### config.mk
export PLATFORM = sky130hd
export DESIGN_NAME = conv2_window_sequencer
export DESIGN_NICKNAME = d
export VERILOG_FILES = /design/src/rtl/conv_pkg.sv /design/src/rtl/conv2_idx2d_counter.sv /design/src/rtl/conv2_window_sequencer.sv
export SDC_FILE = /design/constraint.sdc
export NUM_CORES = 1
export LEC_CHECK = 0
export CAP_MARGIN = 20
export CORE_UTILIZATION = 49
export CTS_BUF_LIST = sky130_fd_sc_hd__clkbuf_16
export CTS_CLUSTER_SIZE = 30
export DETAILED_ROUTE_END_ITERATION = 6
export GPL_ROUTABILITY_DRIVEN = 0
export HOLD_SLACK_MARGIN = 0.03
export PLACE_DENSITY = 0.78
export SYNTH_ARGS = -nofsm -noshare
export SYNTH_HDL_FRONTEND = slang
export SYNTH_SLANG_ARGS = --single-unit
### constraint.sdc
create_clock -name clock -period 2.33 [get_ports clock]
set_input_delay 0.5825 -clock clock [delete_from_list [all_inputs] [get_ports clock]]
set_output_delay 0.5825 -clock clock [all_outputs]
set_load 0.05 [all_outputs]
### src/rtl/conv_pkg.sv
// Shared types and helpers for the conv2 control path.
//   state_e    : sequencer FSM states
//   max1clog2  : $clog2 clamped to a minimum of 1 bit, used for index widths
package conv_pkg;

  typedef enum logic [2:0] {
    StIdle,
    StTap,
    StLat,
    StOut,
    StDone
  } state_e;

  // An index that only ever holds 0 (n = 1) still needs a 1-bit port.
  function automatic int unsigned max1clog2(input int unsigned n);
    return (n <= 2) ? 1 : $clog2(n);
  endfunction

endpackage

### src/rtl/conv2_idx2d_counter.sv
// 2-D row/col index counter over an N x N grid. col is the inner index.
// Ports:
//   clock, reset : rising-edge clock, asynchronous active-high reset
//   clr          : synchronous clear to (0,0); has priority over inc
//   inc          : advance col; wrap col to 0 and advance row; the last
//                  point (N-1,N-1) wraps back to (0,0)
//   row, col     : current indices
//   last         : current point is (N-1,N-1)
module conv2_idx2d_counter #(
  parameter int unsigned N = 3,
  parameter int unsigned W = 2
) (
  input  logic         clock,
  input  logic         reset,
  input  logic         clr,
  input  logic         inc,
  output logic [W-1:0] row,
  output logic [W-1:0] col,
  output logic         last
);

  localparam logic [W-1:0] Max = W'(N - 1);

  logic col_end;

  assign col_end = (col == Max);
  assign last    = col_end && (row == Max);

  always_ff @(posedge clock or posedge reset) begin
    if (reset) begin
      row <= '0;
      col <= '0;
    end else if (clr) begin
      row <= '0;
      col <= '0;
    end else if (inc) begin
      if (col_end) begin
        col <= '0;
        row <= last ? '0 : row + 1'b1;
      end else begin
        col <= col + 1'b1;
      end
    end
  end

endmodule

### src/rtl/conv2_window_sequencer.sv
// Walks every valid output position of a SIZE x SIZE image and, per position,
// issues the SIZEKer x SIZEKer image/kernel tap addresses to the MAC, waits
// MAC_LAT cycles for the result and presents it under valid/ready.
// Ports:
//   clock, reset          : rising-edge clock, asynchronous active-high reset
//   start                 : begin one image (only seen in idle)
//   busy, done            : busy from cycle after start through done; done is a 1-cycle pulse
//   tap_valid             : tap addresses valid, MAC accumulates
//   acc_clr, acc_last     : first / last tap of a position
//   img_row/img_col       : image tap address (out_* + k*)
//   ker_row/ker_col       : kernel tap address
//   out_row/out_col       : position being computed / presented
//   out_valid, out_ready  : result handshake
module conv2_window_sequencer
  import conv_pkg::*;
#(
  parameter int unsigned SIZE    = 320,
  parameter int unsigned SIZEKer = 3,
  parameter int unsigned MAC_LAT = 2,
  localparam int unsigned N_OUT  = SIZE - SIZEKer + 1,
  localparam int unsigned AW     = max1clog2(SIZE),
  localparam int unsigned OW     = max1clog2(N_OUT),
  localparam int unsigned KW     = max1clog2(SIZEKer)
) (
  input  logic          clock,
  input  logic          reset,
  input  logic          start,
  output logic          busy,
  output logic          done,
  output logic          tap_valid,
  output logic          acc_clr,
  output logic          acc_last,
  output logic [AW-1:0] img_row,
  output logic [AW-1:0] img_col,
  output logic [KW-1:0] ker_row,
  output logic [KW-1:0] ker_col,
  output logic [OW-1:0] out_row,
  output logic [OW-1:0] out_col,
  output logic          out_valid,
  input  logic          out_ready
);

  localparam int unsigned LW = max1clog2(MAC_LAT);

  if (SIZEKer < 1 || SIZEKer > SIZE) begin : g_bad_kernel
    $fatal(1, "conv2_window_sequencer: SIZEKer must be in 1..SIZE");
  end

  state_e        state_q, state_d;
  logic [LW-1:0] lat_q;
  logic          cnt_clr, tap_inc, pos_inc;
  logic          tap_last, pos_last;

  conv2_idx2d_counter #(
    .N (SIZEKer),
    .W (KW)
  ) u_tap_cnt (
    .clock (clock),
    .reset (reset),
    .clr   (cnt_clr),
    .inc   (tap_inc),
    .row   (ker_row),
    .col   (ker_col),
    .last  (tap_last)
  );

  conv2_idx2d_counter #(
    .N (N_OUT),
    .W (OW)
  ) u_pos_cnt (
    .clock (clock),
    .reset (reset),
    .clr   (cnt_clr),
    .inc   (pos_inc),
    .row   (out_row),
    .col   (out_col),
    .last  (pos_last)
  );

  always_ff @(posedge clock or posedge reset) begin
    if (reset) begin
      state_q <= StIdle;
      lat_q   <= '0;
    end else begin
      state_q <= state_d;
      lat_q   <= (state_q == StLat) ? lat_q + 1'b1 : '0;
    end
  end

  always_comb begin
    state_d = state_q;
    cnt_clr = 1'b0;
    tap_inc = 1'b0;
    pos_inc = 1'b0;
    unique case (state_q)
      StIdle: begin
        if (start) begin
          state_d = StTap;
          cnt_clr = 1'b1;
        end
      end
      StTap: begin
        // Kernel counter wraps to (0,0) on the last tap, ready for the next position.
        tap_inc = 1'b1;
        if (tap_last) state_d = (MAC_LAT == 0) ? StOut : StLat;
      end
      StLat: begin
        if (lat_q == LW'(MAC_LAT - 1)) state_d = StOut;
      end
      StOut: begin
        if (out_ready) begin
          if (pos_last) begin
            state_d = StDone;
          end else begin
            pos_inc = 1'b1;
            state_d = StTap;
          end
        end
      end
      StDone:  state_d = StIdle;
      default: state_d = StIdle;
    endcase
  end

  // Outputs decode only registered state and counters.
  assign busy      = (state_q != StIdle);
  assign done      = (state_q == StDone);
  assign tap_valid = (state_q == StTap);
  assign out_valid = (state_q == StOut);
  assign acc_clr   = tap_valid && (ker_row == '0) && (ker_col == '0);
  assign acc_last  = tap_valid && tap_last;
  assign img_row   = AW'(out_row) + AW'(ker_row);
  assign img_col   = AW'(out_col) + AW'(ker_col);

endmodule

After elaboration in Yosys (flattened, before gate mapping)
Cells that the tools add are included.
Storage, ports and cells
  register bits after elaboration: 26
  latch bits: 0
  memory bits (writable): 0
  bits in read-only memories: 0
  bits of input ports: 4
  output and inout bits: 46
  logic and storage cells: 68
  memories kept: 0
Operators by class
  $add $sub $neg: 7
  multiply operators: 0
  div/mod/pow operators: 0
  order comparisons: 0
  eq/ne operators: 12
  shift-type cells: 0
  mux-type cells: 27
  bitwise operators: 0
  reduce and logical (&&, ||, !) cells: 16
Operator list (number)
  $mux 9: 7
  $add 9x1->9 const B: 2
  $add 9x2->9: 2
  $eq 9x9->1 const B: 2
  $mux 3: 5
  $mux 2: 7
  $pmux 3 s4: 1
  $reduce_bool 2->1: 4
  $mux 1: 7
  $eq 3x2->1 const B: 2
  $logic_and 1x1->1: 5
  $add 2x1->2 const B: 2
  $eq 2x2->1 const B: 2
  $logic_not 2->1: 2
  $ne 2x1->1 const B: 2
  $ne 2x2->1 const B: 2
  $reduce_and 2->1: 2
  $reduce_and 4->1: 1
  $eq 3x1->1 const B: 1
  $eq 3x3->1 const B: 1
  $logic_not 3->1: 1
  $reduce_bool 3->1: 1
  $add 1x1->1 const B: 1

Logic depth before layout (Yosys ltp)
  depth after elaboration: 7
  depth in mapped cells: 7
  gate-level depth less buffers: 6

Modules after synthesis
From an unflattened synthesis, not the netlist that was laid out.
Unflattened totals
  cell total of the unflattened synthesis: 204
  area, all modules: 1881.8 um^2
By module, submodules not included
  conv2_idx2d_counter at u_pos_cnt: times used 1, cells each 110, area an instance 1054.8 um^2, seq. area each 450.4 um^2
  conv2_window_sequencer: times used 1, cells each 75, area an instance 609.3 um^2, seq. area each 100.1 um^2
  conv2_idx2d_counter at u_tap_cnt: times used 1, cells each 19, area an instance 217.7 um^2, seq. area each 100.1 um^2

Worst setup path after synthesis
No wires, ideal clock.
  kind: register to output
  from: register u_pos_cnt.row[0]
  to: output port img_row[8]
  data arrival time: 2508 ps
  data required time: 1747 ps
  setup slack: -761 ps
  stages on the path, launching flop included: 7
  buffers on the path: 0
  cell sequence: dfrtp_1 -> ha_1 -> inv_1 -> fa_1 -> nor2_1 -> and3_1 -> xor2_1
Between the ends
  word-level cells in the longest chain between the ends: 1
Ends and longest elaborated chain
  start, declared: line conv2_idx2d_counter.sv:17  | output logic [W-1:0] row,
  start signal, assigned: line conv2_idx2d_counter.sv:39  | row <= last ? '0 : row + 1'b1;
  $add 9x2->9: line conv2_window_sequencer.sv:132  | assign img_row = AW'(out_row) + AW'(ker_row);
  end, declared: line conv2_window_sequencer.sv:33  | output logic [AW-1:0] img_row,
No other way between the ends.

Worst setup path after layout
  from: register u_pos_cnt.col[0]
  to: output port img_col[8]
Between the ends
  word-level cells in the longest chain between the ends: 1
Ends and longest elaborated chain
  start, declared: line conv2_idx2d_counter.sv:18  | output logic [W-1:0] col,
  start signal, assigned: line conv2_idx2d_counter.sv:41  | col <= col + 1'b1;
  $add 9x2->9: line conv2_window_sequencer.sv:133  | assign img_col = AW'(out_col) + AW'(ker_col);
  end, declared: line conv2_window_sequencer.sv:34  | output logic [AW-1:0] img_col,
No other way between the ends.

==> reports/metrics.csv <==
metric,value,unit
antenna_cells,0,
antenna_found_initial,0,
vdd_ir_drop_max,963,uV
slew_headroom,0.639,
nFillCells,220,
gr-total-overflow,0,
yosys-top-cells-area,"dfrtp_1, ha_1, xnor2_1",
p_per_area,921,nW/um^2
synth.avg_cell_area,9.03,sq um
clk_pin_slew,0.06,ns
nets,296,
synth_async_sr_flop_share,1.00,
drcViolationCount,0,
grtUsageMet3,0.0370,
yosys.area.top_type,dfrtp_1,
startpoint_type,flip-flop,
die_w,64.9,microns
tightest_slew,0.542,ns
syn_area,1940,sq um
netlist-cell-type-count,54,
fin_crit_sh,1.06,
grt_max_degree,27,
maxCapViolations,0,
syn_nets,229,
cts_max_level,1,
yosysWarnings,0,
wl_per_cell,17.2,microns
rsz0062_at_grt,yes,
dp_slack,0.125,ns
min_path_type,reg2reg,
grt_pass1_wl,8650,microns
violations,negative setup slack,
status,finished with violations,
cts_sinks,26,
cts_buffers,3,
first_pass_iters,5,
period_minus_slack,2.47,ns
use_met1,0.373,
synth_edf_count,0,
io_pins,50,
power.total,2920,uW
grt_pass1_vias,1756,
die_h,64.9,microns
layout-drive-gt1-share,0.413,
ant_nets,0,
viasPerCell,5.94,
hpwl,3900,microns
path_max_fanout,3,
dieArea,4220,sq um
top_usage_layer,met2,
cts_tree,built,
setup_viol,12,
finalClockSkew,0.00291,ns
cp.required,1.75,ns
core_area,3720,sq um
setup_ws,-0.137,ns
synthToLayoutAreaGrowth,63.2,%
synth_top_flop_cell,dfrtp_1,
path_class,reg2out,
ys_ff_latch,26,
end_kind,primary output,
initial_utilization,0.522,
crit_arrival,1.88,ns
io_buffer_count,49,
wl,5650,microns
num_vias,1954,
synth.top_cell.area_share,0.335,
clk_path_buf_depth,2,
setup_tns,-0.669,ns
yosysSeqAreaShare,0.335,
drt-initial-drc-count,178,
met2_usage,0.439,
hold_viol_final,0,
row_count,22,
cts_root_buf,clkbuf_16,
clock_latency,0.26,ns
grt_use_total,0.267,
max_freq,405,MHz
drv_slew,0,
r2r_slack,0.14,ns
p_leak,0.00131,uW
synthCells,215,
-- Yosys cell counts (2+ instances only) --
| cell type | number |
|---|---|
| dfrtp_1 | 26 |
| nand2_1 | 20 |
| a21oi_1 | 13 |
| inv_1 | 13 |
| nor2_1 | 13 |
| buf_2 | 9 |
| nand3_1 | 9 |
| xnor2_1 | 9 |
| ha_1 | 8 |
| nor3_1 | 8 |
| xor2_1 | 6 |
| nand4_1 | 5 |
| nor4_1 | 5 |
| o21ai_0 | 5 |
| buf_4 | 4 |
| nand2b_1 | 4 |
| nand3b_1 | 4 |
| a221o_1 | 3 |
| a311oi_1 | 3 |
| a41oi_1 | 2 |
| and2_1 | 2 |
| and3_1 | 2 |
| and4_1 | 2 |
| and4bb_2 | 2 |
| fa_1 | 2 |
| mux2i_1 | 2 |
| nand4bb_1 | 2 |
| nor2b_1 | 2 |
| nor4b_1 | 2 |
| o21a_1 | 2 |
| or3_1 | 2 |
| or4_1 | 2 |
-- kinds of logic after synthesis --
| family | Yosys count | synth area share |
|---|---|---|
| buf+inv | 29 | 0.0741 |
| simple gates | 95 | 0.287 |
| xor+xnor | 15 | 0.0677 |
| mux | 2 | 0.0103 |
| flops | 26 | 0.335 |
| fa+ha+maj | 10 | 0.0722 |
| compound gates | 38 | 0.153 |
-- flip-flops by register name (all words and copies together), names as in the netlist --
| name | flops |
|---|---|
| u_pos_cnt.col | 9 |
| u_pos_cnt.row | 9 |
| state_q | 3 |
| u_tap_cnt.col | 2 |
| u_tap_cnt.row | 2 |
| lat_q | 1 |
-- final cells by class --
cell class	count	area (sq um)	share of cell area
multi-input cells	160	1420	0.449
repair buffers	78	888	0.280
flip-flops and latches	26	668	0.211
clock inverters	1	3.75	0.00118
clock buffers	3	75.1	0.0237
inverters	13	48.8	0.0154
well taps	48	60.1	0.0190
-- where the power goes --
part	internal, uW	switching, uW
sequential	542	101
combinational	774	1110
clock	230	161
total	1550	1370
-- what timing repair did --
item                       4_1_cts  5_1_grt
gates cloned                     0        0
resized for setup                9        9
hold buffers                     0        0
buffers inserted                 3        2
pin swaps                        8        6
setup endpoints to repair       13       14
-- placed cells by master, fill, tap and decap left out, drive strengths merged, types with 6 or more instances in the layout --
cell type and instances:
nor3 8, xor2 6, nor2 14, a21oi 14, buf 58, clkdlybuf4s50 20
ha 8, nand3 9, nand2 20, dfrtp 26, xnor2 9, nand4 6
inv 13
-- path summary, 6_finish.rpt --
path / startpoint / to / cells past startpoint
worst min-delay path: lat_q$_DFF_PP0_ / lat_q$_DFF_PP0_ / 1
max in group asynchronous: reset / u_pos_cnt.col[0]$_DFFE_PP0P_ / 3
worst max-delay path: u_pos_cnt.col[0]$_DFFE_PP0P_ / img_col[8] / 6
worst max register to register: u_pos_cnt.col[1]$_DFFE_PP0P_ / u_pos_cnt.col[8]$_DFFE_PP0P_ / 7
min in group asynchronous: reset / u_pos_cnt.row[0]$_DFFE_PP0P_ / 3
worst min register to register: lat_q$_DFF_PP0_ / lat_q$_DFF_PP0_ / 1
-- worst max-delay path: stages (launching register included) --
cell and delay, ns:
dfrtp_4 0.42, ha_4 0.14, inv_2 0.03, fa_2 0.38, nand3b_1 0.27, xnor2_4 0.22, buf_12 0.15
-- per-stage QoR --
| step | util | hold slack, ns | area (sq um) | std cells |
|---|---|---|---|---|
| CTS | 0.837 | 0.444 | 3110 | 327 |
| global placement | 0.802 | 0.436 | 2980 | 320 |
| detailed placement | 0.802 | 0.435 | 2980 | 320 |
| finish | 0.853 | 0.443 | 3170 | 329 |
| floorplan | - | 0.410 | 2180 | 215 |
| global route | 0.853 | 0.461 | 3170 | 329 |
-- layer usage --
| metal | up-vias | share of wire |
|---|---|---|
| met3 | 11 | 0.052 |
| met1 | 941 | 0.41 |
| met4 | 0 | 0.012 |
| met5 | - | 0 |
| met2 | 94 | 0.52 |
| li1 | 908 | - |
No activity file was read; power rests on OpenSTA's default activity.
